--- src/rtl/softmax_max_stage_if.sv ---
// Stream interface for softmax_max_stage.
//   in_valid/in_ready/in_data/in_last       : score elements into the stage
//   out_valid/out_ready/out_max/out_elem/out_last : (max, element) pairs out
//   len_err                                  : sticky truncation flag
// slave  : view taken by the stage itself
// master : view taken by the surrounding environment (source + sink)
interface softmax_max_stage_if #(
  parameter int BITWIDTH = 16
);
  logic                in_valid;
  logic                in_ready;
  logic [BITWIDTH-1:0] in_data;
  logic                in_last;
  logic                out_valid;
  logic                out_ready;
  logic [BITWIDTH-1:0] out_max;
  logic [BITWIDTH-1:0] out_elem;
  logic                out_last;
  logic                len_err;

  modport slave (
    input  in_valid, in_data, in_last, out_ready,
    output in_ready, out_valid, out_max, out_elem, out_last, len_err
  );

  modport master (
    output in_valid, in_data, in_last, out_ready,
    input  in_ready, out_valid, out_max, out_elem, out_last, len_err
  );
endinterface

--- src/rtl/softmax_max_stage.sv ---
// Softmax max stage: buffers one unsigned score vector, tracks its maximum,
// then replays every element paired with that maximum so the downstream
// Subtractor (a = out_max, b = out_elem) always sees max - x >= 0.
// Ports:
//   clk    : rising-edge clock
//   rst_n  : asynchronous active-low reset
//   bus    : softmax_max_stage_if.slave (input stream, output pair stream,
//            sticky len_err flag)
module softmax_max_stage #(
  parameter int BITWIDTH = 16,
  parameter int MAX_LEN  = 64,
  parameter int CNT_W    = $clog2(MAX_LEN + 1)
) (
  input  logic               clk,
  input  logic               rst_n,
  softmax_max_stage_if.slave bus
);

  localparam int AW = (MAX_LEN > 1) ? $clog2(MAX_LEN) : 1;

  typedef enum logic {
    COLLECT = 1'b0,
    EMIT    = 1'b1
  } state_e;

  state_e              state_q, state_d;
  logic [CNT_W-1:0]    wr_cnt_q, wr_cnt_d;
  logic [CNT_W-1:0]    rd_idx_q, rd_idx_d;
  logic [CNT_W-1:0]    len_q, len_d;
  logic [BITWIDTH-1:0] max_q, max_d;
  logic [BITWIDTH-1:0] out_max_q, out_max_d;
  logic [BITWIDTH-1:0] out_elem_q, out_elem_d;
  logic                out_valid_q, out_valid_d;
  logic                out_last_q, out_last_d;
  logic                len_err_q, len_err_d;
  logic [BITWIDTH-1:0] mem_q [MAX_LEN];

  logic                in_fire;
  logic                out_fire;
  logic                forced_last;
  logic                end_vec;
  logic [BITWIDTH-1:0] max_nxt;
  logic [CNT_W-1:0]    wr_nxt;
  logic [CNT_W-1:0]    rd_nxt;

  assign in_fire     = bus.in_valid && (state_q == COLLECT);
  assign out_fire    = out_valid_q && bus.out_ready;
  assign forced_last = (wr_cnt_q == CNT_W'(MAX_LEN - 1)) && !bus.in_last;
  assign end_vec     = bus.in_last || forced_last;
  // First element of a vector loads unconditionally; ties keep the old max.
  assign max_nxt     = ((wr_cnt_q == '0) || (bus.in_data > max_q)) ? bus.in_data : max_q;
  assign wr_nxt      = wr_cnt_q + CNT_W'(1);
  assign rd_nxt      = rd_idx_q + CNT_W'(1);

  always_comb begin
    state_d     = state_q;
    wr_cnt_d    = wr_cnt_q;
    rd_idx_d    = rd_idx_q;
    len_d       = len_q;
    max_d       = max_q;
    out_max_d   = out_max_q;
    out_elem_d  = out_elem_q;
    out_valid_d = out_valid_q;
    out_last_d  = out_last_q;
    len_err_d   = len_err_q;
    unique case (state_q)
      COLLECT: begin
        if (in_fire) begin
          max_d    = max_nxt;
          wr_cnt_d = wr_nxt;
          if (wr_cnt_q == '0) begin
            len_err_d = 1'b0;
          end
          if (end_vec) begin
            if (forced_last) begin
              len_err_d = 1'b1;
            end
            len_d       = wr_nxt;
            rd_idx_d    = '0;
            wr_cnt_d    = '0;
            state_d     = EMIT;
            // First pair is registered here so out_valid rises one clock
            // after the final handshake; element 0 bypasses the buffer when
            // it is being written on this same edge.
            out_valid_d = 1'b1;
            out_max_d   = max_nxt;
            out_elem_d  = (wr_cnt_q == '0) ? bus.in_data : mem_q[0];
            out_last_d  = (wr_cnt_q == '0);
          end
        end
      end
      EMIT: begin
        if (out_fire) begin
          if (out_last_q) begin
            out_valid_d = 1'b0;
            out_last_d  = 1'b0;
            rd_idx_d    = '0;
            state_d     = COLLECT;
          end else begin
            rd_idx_d   = rd_nxt;
            out_elem_d = mem_q[rd_nxt[AW-1:0]];
            out_last_d = (rd_nxt == len_q - CNT_W'(1));
          end
        end
      end
      default: state_d = COLLECT;
    endcase
  end

  always_ff @(posedge clk or negedge rst_n) begin
    if (!rst_n) begin
      state_q     <= COLLECT;
      wr_cnt_q    <= '0;
      rd_idx_q    <= '0;
      len_q       <= '0;
      max_q       <= '0;
      out_max_q   <= '0;
      out_elem_q  <= '0;
      out_valid_q <= 1'b0;
      out_last_q  <= 1'b0;
      len_err_q   <= 1'b0;
    end else begin
      state_q     <= state_d;
      wr_cnt_q    <= wr_cnt_d;
      rd_idx_q    <= rd_idx_d;
      len_q       <= len_d;
      max_q       <= max_d;
      out_max_q   <= out_max_d;
      out_elem_q  <= out_elem_d;
      out_valid_q <= out_valid_d;
      out_last_q  <= out_last_d;
      len_err_q   <= len_err_d;
    end
  end

  // Vector storage carries no reset; contents are only read after being written.
  always_ff @(posedge clk) begin
    if (in_fire) begin
      mem_q[wr_cnt_q[AW-1:0]] <= bus.in_data;
    end
  end

  assign bus.in_ready  = (state_q == COLLECT);
  assign bus.out_valid = out_valid_q;
  assign bus.out_max   = out_max_q;
  assign bus.out_elem  = out_elem_q;
  assign bus.out_last  = out_last_q;
  assign bus.len_err   = len_err_q;

endmodule

--- src/flat_wrapper.sv ---
// flat-port wrapper written by rule: the top's interface ports become plain ports
module softmax_max_stage_flat 
#(
  parameter int BITWIDTH = 16,
  parameter int MAX_LEN  = 64,
  parameter int CNT_W    = $clog2(MAX_LEN + 1)
)
  (clk, rst_n, bus_in_valid, bus_in_data, bus_in_last, bus_out_ready, bus_in_ready, bus_out_valid, bus_out_max, bus_out_elem, bus_out_last, bus_len_err);
  softmax_max_stage_if #(.BITWIDTH(BITWIDTH)) bus_i ();
  input  logic clk;
  input  logic rst_n;
  input wire logic [$bits(bus_i.in_valid)-1:0] bus_in_valid;
  input wire logic [$bits(bus_i.in_data)-1:0] bus_in_data;
  input wire logic [$bits(bus_i.in_last)-1:0] bus_in_last;
  input wire logic [$bits(bus_i.out_ready)-1:0] bus_out_ready;
  output wire logic [$bits(bus_i.in_ready)-1:0] bus_in_ready;
  output wire logic [$bits(bus_i.out_valid)-1:0] bus_out_valid;
  output wire logic [$bits(bus_i.out_max)-1:0] bus_out_max;
  output wire logic [$bits(bus_i.out_elem)-1:0] bus_out_elem;
  output wire logic [$bits(bus_i.out_last)-1:0] bus_out_last;
  output wire logic [$bits(bus_i.len_err)-1:0] bus_len_err;
  assign bus_i.in_valid = bus_in_valid;
  assign bus_i.in_data = bus_in_data;
  assign bus_i.in_last = bus_in_last;
  assign bus_i.out_ready = bus_out_ready;
  assign bus_in_ready = bus_i.in_ready;
  assign bus_out_valid = bus_i.out_valid;
  assign bus_out_max = bus_i.out_max;
  assign bus_out_elem = bus_i.out_elem;
  assign bus_out_last = bus_i.out_last;
  assign bus_len_err = bus_i.len_err;
  softmax_max_stage #(.BITWIDTH(BITWIDTH), .MAX_LEN(MAX_LEN), .CNT_W(CNT_W)) u_core (.clk(clk), .rst_n(rst_n), .bus(bus_i));
endmodule
--- config.mk ---
export PLATFORM = sky130hd
export DESIGN_NAME = softmax_max_stage_flat
export DESIGN_NICKNAME = d
export VERILOG_FILES = /design/src/rtl/softmax_max_stage_if.sv /design/src/rtl/softmax_max_stage.sv /design/src/flat_wrapper.sv
export SDC_FILE = /design/constraint.sdc
export NUM_CORES = 1
export LEC_CHECK = 0
export ABC_AREA = 1
export CAP_MARGIN = 10
export CORE_UTILIZATION = 32
export CTS_CLUSTER_DIAMETER = 30
export DETAILED_ROUTE_END_ITERATION = 16
export GPL_TIMING_DRIVEN = 1
export SYNTH_ARGS = -nofsm -noshare
export SYNTH_HDL_FRONTEND = slang
export SYNTH_SLANG_ARGS = --single-unit
--- constraint.sdc ---
create_clock -name clk -period 2.8 [get_ports clk]
set_input_delay 0.84 -clock clk [delete_from_list [all_inputs] [get_ports clk]]
set_output_delay 0.84 -clock clk [all_outputs]
set_load 0.05 [all_outputs]
# After elaboration in Yosys (flattened, before gate mapping)
# Memories as Yosys holds them, arrays and structs flattened.
# Index checks and enable logic that the tools add are counted.
# totals
reg_bits	73
latch_bits	0
mem_bits_rw	1024
rom_bits	0
in_bits	21
output_inout_bits	36
wordCells	68
mem_count	1
# mem_list
memory	words	word_bits	read_ports	rd_clocked_by_memory_dff	write_ports	line_no	source
u_core.mem_q	64	16	2	0	1	softmax_max_stage.sv:36	logic [BITWIDTH-1:0] mem_q [MAX_LEN];
# classes
n_addsub	3
n_mul	0
n_div	0
magnitude_cmp	1
eq_ne	7
shifts	0
muxes	33
n_bitwise	1
reduce_logical	12
# ops
op	count
16-bit two-way mux	6
7-bit two-way mux	5
16-bit one-hot mux with 2 select lines	1
1-bit two-way mux	17
16-bit > comparator	1
7-bit by 1-bit adder with 7-bit output (second input constant)	2
7-bit one-hot mux with 2 select lines	1
4-bit AND reduction	2
7-bit by 6-bit equality test with 1-bit output (second input constant)	1
7-bit equality test	1
7-bit logical NOT	1
7-bit by 1-bit subtractor with 7-bit output (second input constant)	1
2-bit inequality test (second input constant)	3
1-bit one-hot mux with 2 select lines	3
3-bit AND reduction	2
2-bit by 1-bit inequality test with 1-bit output (second input constant)	2
1-bit logical AND	3
1-bit logical OR	2
2-bit AND reduction	1
1-bit logical NOT	1
1-bit inverter	1

# Depth between registers and ports, before layout
# Gate-level depths: netlist of run 1.
# depth
depth_word	6
mapped_depth	15
ltp_nobuf	14

# Worst setup path after synthesis of run 1
# Ideal clock, no wire load.
# synth_timing
path_kind	input to register
from	in bus_in_valid
to	mem u_core.mem_q[11][0] (enable)
setup_time_ns	0.409
t_arrival_ns	2.571
required_ns	2.391
slack_ns	-0.180
cell_stages	5
n_path_buf	1
path_cell_list	inv_1 -> nor2_2 -> inv_2 -> buf_1 -> nor3_1
# synth_via
elab_chain_cells	3
# synth_rtl
item	line_no	source
from (decl)	flat_wrapper.sv:12	input wire logic [$bits(bus_i.in_valid)-1:0] bus_in_valid;
1-bit logical AND	softmax_max_stage.sv:46	assign in_fire = bus.in_valid && (state_q == COLLECT);
1-bit two-way mux	softmax_max_stage.sv:138	if (in_fire) begin
1-bit two-way mux (implied by the code)	softmax_max_stage.sv:139	mem_q[wr_cnt_q[AW-1:0]] <= bus.in_data;
to (decl)	softmax_max_stage.sv:36	
# No other way between the ends.

# Worst setup path in the final report of run 1
# layout_timing
from	reg u_core.rd_idx_q[0]
to	reg u_core.out_elem_q[14] (netlist: u_core.bus.out_elem[14])
# layout_via
elab_chain_cells	5
# layout_rtl
item	line_no	source
from (decl)	softmax_max_stage.sv:28	logic [CNT_W-1:0] rd_idx_q, rd_idx_d;
from (signal assigned)	softmax_max_stage.sv:125	rd_idx_q <= rd_idx_d;
7-bit by 1-bit adder with 7-bit output	softmax_max_stage.sv:53	assign rd_nxt = rd_idx_q + CNT_W'(1);
memory 64 x 16 bit	--	
16-bit two-way mux	softmax_max_stage.sv:94	if (out_last_q) begin
16-bit two-way mux	softmax_max_stage.sv:93	if (out_fire) begin
16-bit one-hot mux with 2 select lines	softmax_max_stage.sv:66	unique case (state_q)
to (signal assigned)	softmax_max_stage.sv:129	out_elem_q <= out_elem_d;
to (decl)	softmax_max_stage.sv:32	logic [BITWIDTH-1:0] out_elem_q, out_elem_d;
# No other way between the ends. The select of a mux whose other input is x is not followed.
# A chain may end at the register's enable or synchronous reset.

==> results of run 1 <==
## cells by family after synthesis
family | share of synthesized area
flops | 0.691
simple gates | 0.227
compound gates | 0.0205
xor+xnor | 0.00311
fa+ha+maj | 0.00531
buf+inv | 0.0530
## per-stage QoR
stage / TNS, ns / util / hold WS (ns)
2_1_floorplan: -5.75 / - / 0.449
3_3_place_gp: -14.50 / 0.354 / 0.462
3_5_place_dp: -13.95 / 0.354 / 0.466
4_1_cts: 0 / 0.407 / 0.478
5_1_grt: 0 / 0.407 / 0.504
6_report: 0 / 0.407 / 0.477
## sequential cells by signal, summed over array words and instances, names as in the netlist
register / cells
u_core.rd_idx_q: 7
u_core.bus.out_elem: 16
u_core.wr_cnt_q: 7
u_core.bus.len_err: 1
u_core.max_q: 16
u_core.len_q: 7
u_core.bus.out_last: 1
u_core.mem_q: 1024
u_core.bus.out_max: 16
u_core.bus.out_valid: 1
u_core.state_q: 1
## worst paths after layout
kind | start | slack (ns) | to | cells after the start
max | u_core.rd_idx_q[0]$_DFFE_PN0P_ | 0.05 | u_core.bus.out_elem[14]$_DFFE_PN0P_ | 11
min | u_core.bus.out_elem[4]$_DFFE_PN0P_ | 0.48 | u_core.bus.out_elem[4]$_DFFE_PN0P_ | 2
max reg2reg | u_core.rd_idx_q[0]$_DFFE_PN0P_ | 0.05 | u_core.bus.out_elem[14]$_DFFE_PN0P_ | 11
min reg2reg | u_core.bus.out_elem[4]$_DFFE_PN0P_ | 0.48 | u_core.bus.out_elem[4]$_DFFE_PN0P_ | 2
max in group asynchronous | rst_n | 1.60 | u_core.bus.out_elem[10]$_DFFE_PN0P_ | 3
min in group asynchronous | rst_n | 0.56 | u_core.bus.out_elem[7]$_DFFE_PN0P_ | 2
## power by group
part           leakage (nW)  internal (W)  switching (W)
clock network          3.70        0.0175        0.00910
logic                  9.84       0.00715         0.0173
registers              10.1        0.0185       0.000509
## cell usage after synthesis (9+ instances only)
cell	n	area, um^2
nand2_1	1704	6400
edfxtp_1	1024	30700
nand3_1	655	3280
inv_1	281	1050
nor2_1	237	890
buf_2	103	515
o21ai_0	101	505
dfrtp_1	73	1830
clkbuf_1	70	263
buf_4	38	285
a21oi_1	28	140
buf_6	27	304
o211ai_1	24	180
ha_1	20	250
xor2_1	10	87.6
buf_1	9	33.8
## repair_timing
action,4_1_cts,5_1_grt
hold buffers,1,0
endpoints found under the setup margin,67,11
gates resized for setup,36,6
hold endpoints to repair,7,0
buffers inserted,0,0
## final cells by class
cell class / count / share of cell area
diodes: 2 / 0.0000843
well taps: 1917 / 0.0404
clock inverters: 166 / 0.0350
flip-flops and latches: 1097 / 0.549
inverters: 291 / 0.0188
multi-input cells: 2819 / 0.205
clock buffers: 246 / 0.0950
repair buffers: 291 / 0.0574
## metal layers
metal	vias up	track usage
met2	1268	0.308
met1	16200	0.260
li1	15600	-
met5	-	0
met3	230	0.0372
met4	0	0.0775
## worst max-delay path, cell delays in order (launching register included)
cell and delay [ns]:
dfrtp_4 0.54, ha_4 0.23, xor2_4 0.21, buf_12 0.26
buf_12 0.20, nand3_1 0.09, nand3_1 0.22, nand3_1 0.11
nand3_1 0.29, nand3_1 0.24, nand2_1 0.14, nand2_1 0.06
==> results.yml, run 1 <==
timing:
  max_freq_ghz: 0.364
  relSlewSlack: 0.277
  hold_viol_final: 0
  finalSetupViolCount: 0
  layout_setup_ws_ns: 0.0514
  tightest_slew_ns: 1.08
  period_minus_slack_ns: 2.75
  fin_worst_skew_ns: 0.0711
  rsz0062_at_grt: "no"
  drv_slew: 0
  min_period_over_period: 0.982
run:
  drv_cap: 0
global_routing:
  grt_pass1_wl_um: 213000
  first_global_vias: 32100
  antenna_found_initial: 3
  groute.usage.overall: 0.194
  grt-ovfl-total: 0
  grt_max_degree: 91
routing:
  route.met2.wl_um: 68000
  routed_wl_um: 145000
  dr.first_iter.drc_count: 3681
  dr.max_layer_used: "met4"
  wire_per_inst_um: 21.3
  wl_met3_um: 10500
  avgViaCountPerCell: 4.88
  drtAntennaViolNets: 0
  vias: 33300
  met1_length_um: 61700
  dr.pass1.iters: 5
  drc: 0
synth:
  avgSynthCellArea_um2: 10.6
  seq_area_frac_synth: 0.691
  synth_edf_count: 1024
  synthCells: 4454
  ys_warn_count: 0
  ys_seq_elements: 1097
  ys_types: 39
  synth-main-ff-cell: "edfxtp_1"
  async_reset_ff_frac: 0.0665
  syn_area_um2: 47100
  syn-num-nets: 4495
floorplan:
  rows: 140
  die_w_um: 386
  die_h_um: 386
  die_area_um2: 149000
  core_um2: 146000
  initial_core_util: 0.323
  ios: 57
setup_path:
  worstSetupEndpointType: "flip-flop"
  cp_data_arrival_time_ns: 3.44
  crit_type: "reg2reg"
  crit_required_ns: 3.49
  path_max_fanout: 34
  worstSetupStartpointType: "flip-flop"
hold_path:
  hold_path.class: "reg2reg"
finish:
  finalNetCount: 4761
  multiInputGateArea_um2: 12100
  fillerInstances: 13600
  postLayoutCellArea_um2: 59400
  drive_gt1_frac: 0.132
  final_common_cell: "nand2_1"
  final_cells: 6829
  area_growth_pct: 26.0
  seq_area_um2: 32600
  most-common-layout-cells: "1703 x nand2_1, 1024 x edfxtp_1, 653 x nand3_1, 280 x inv_1, 237 x nor2_1"
clock_tree:
  clockBufferDepth: 3
  clk_pin_slew_worst_paths_ns: 0.05
  cts_root_buf: "clkbuf_16"
  clk_latency_ns: 0.81
  cts_tree: "yes"
  cts_made_buffers: 220
  cts.sinks: 1097
  htreeDepth: 4
power:
  power_w: 0.0700
  ir_worst_vdd_mv: 0.738
  p_leak_nw: 23.7
  p_per_area_nw_per_um2: 1180
placement:
  dp.cells: 6414
  dp_hpwl_um: 91600
  portBuffers: 56
  dpl_cell_area_um2: 51700
  place_congestion: 1.02
  post-place-ws_ns: -0.383
outcome:
  outcome: "finished clean"
Note: power is estimated with default switching activity, not from simulation.
==> run 2: changes to the inputs <==
--- a/config.mk
+++ b/config.mk
@@ -6,6 +6,7 @@
 export NUM_CORES = 1
 export LEC_CHECK = 0
 export ABC_AREA = 1
+export ABC_CLOCK_PERIOD_IN_PS = 2800
 export CAP_MARGIN = 10
 export CORE_UTILIZATION = 32
 export CTS_CLUSTER_DIAMETER = 30
==> results of run 2 <==
Same layout as run 1: the final DEF is identical, and so are final timing and power.
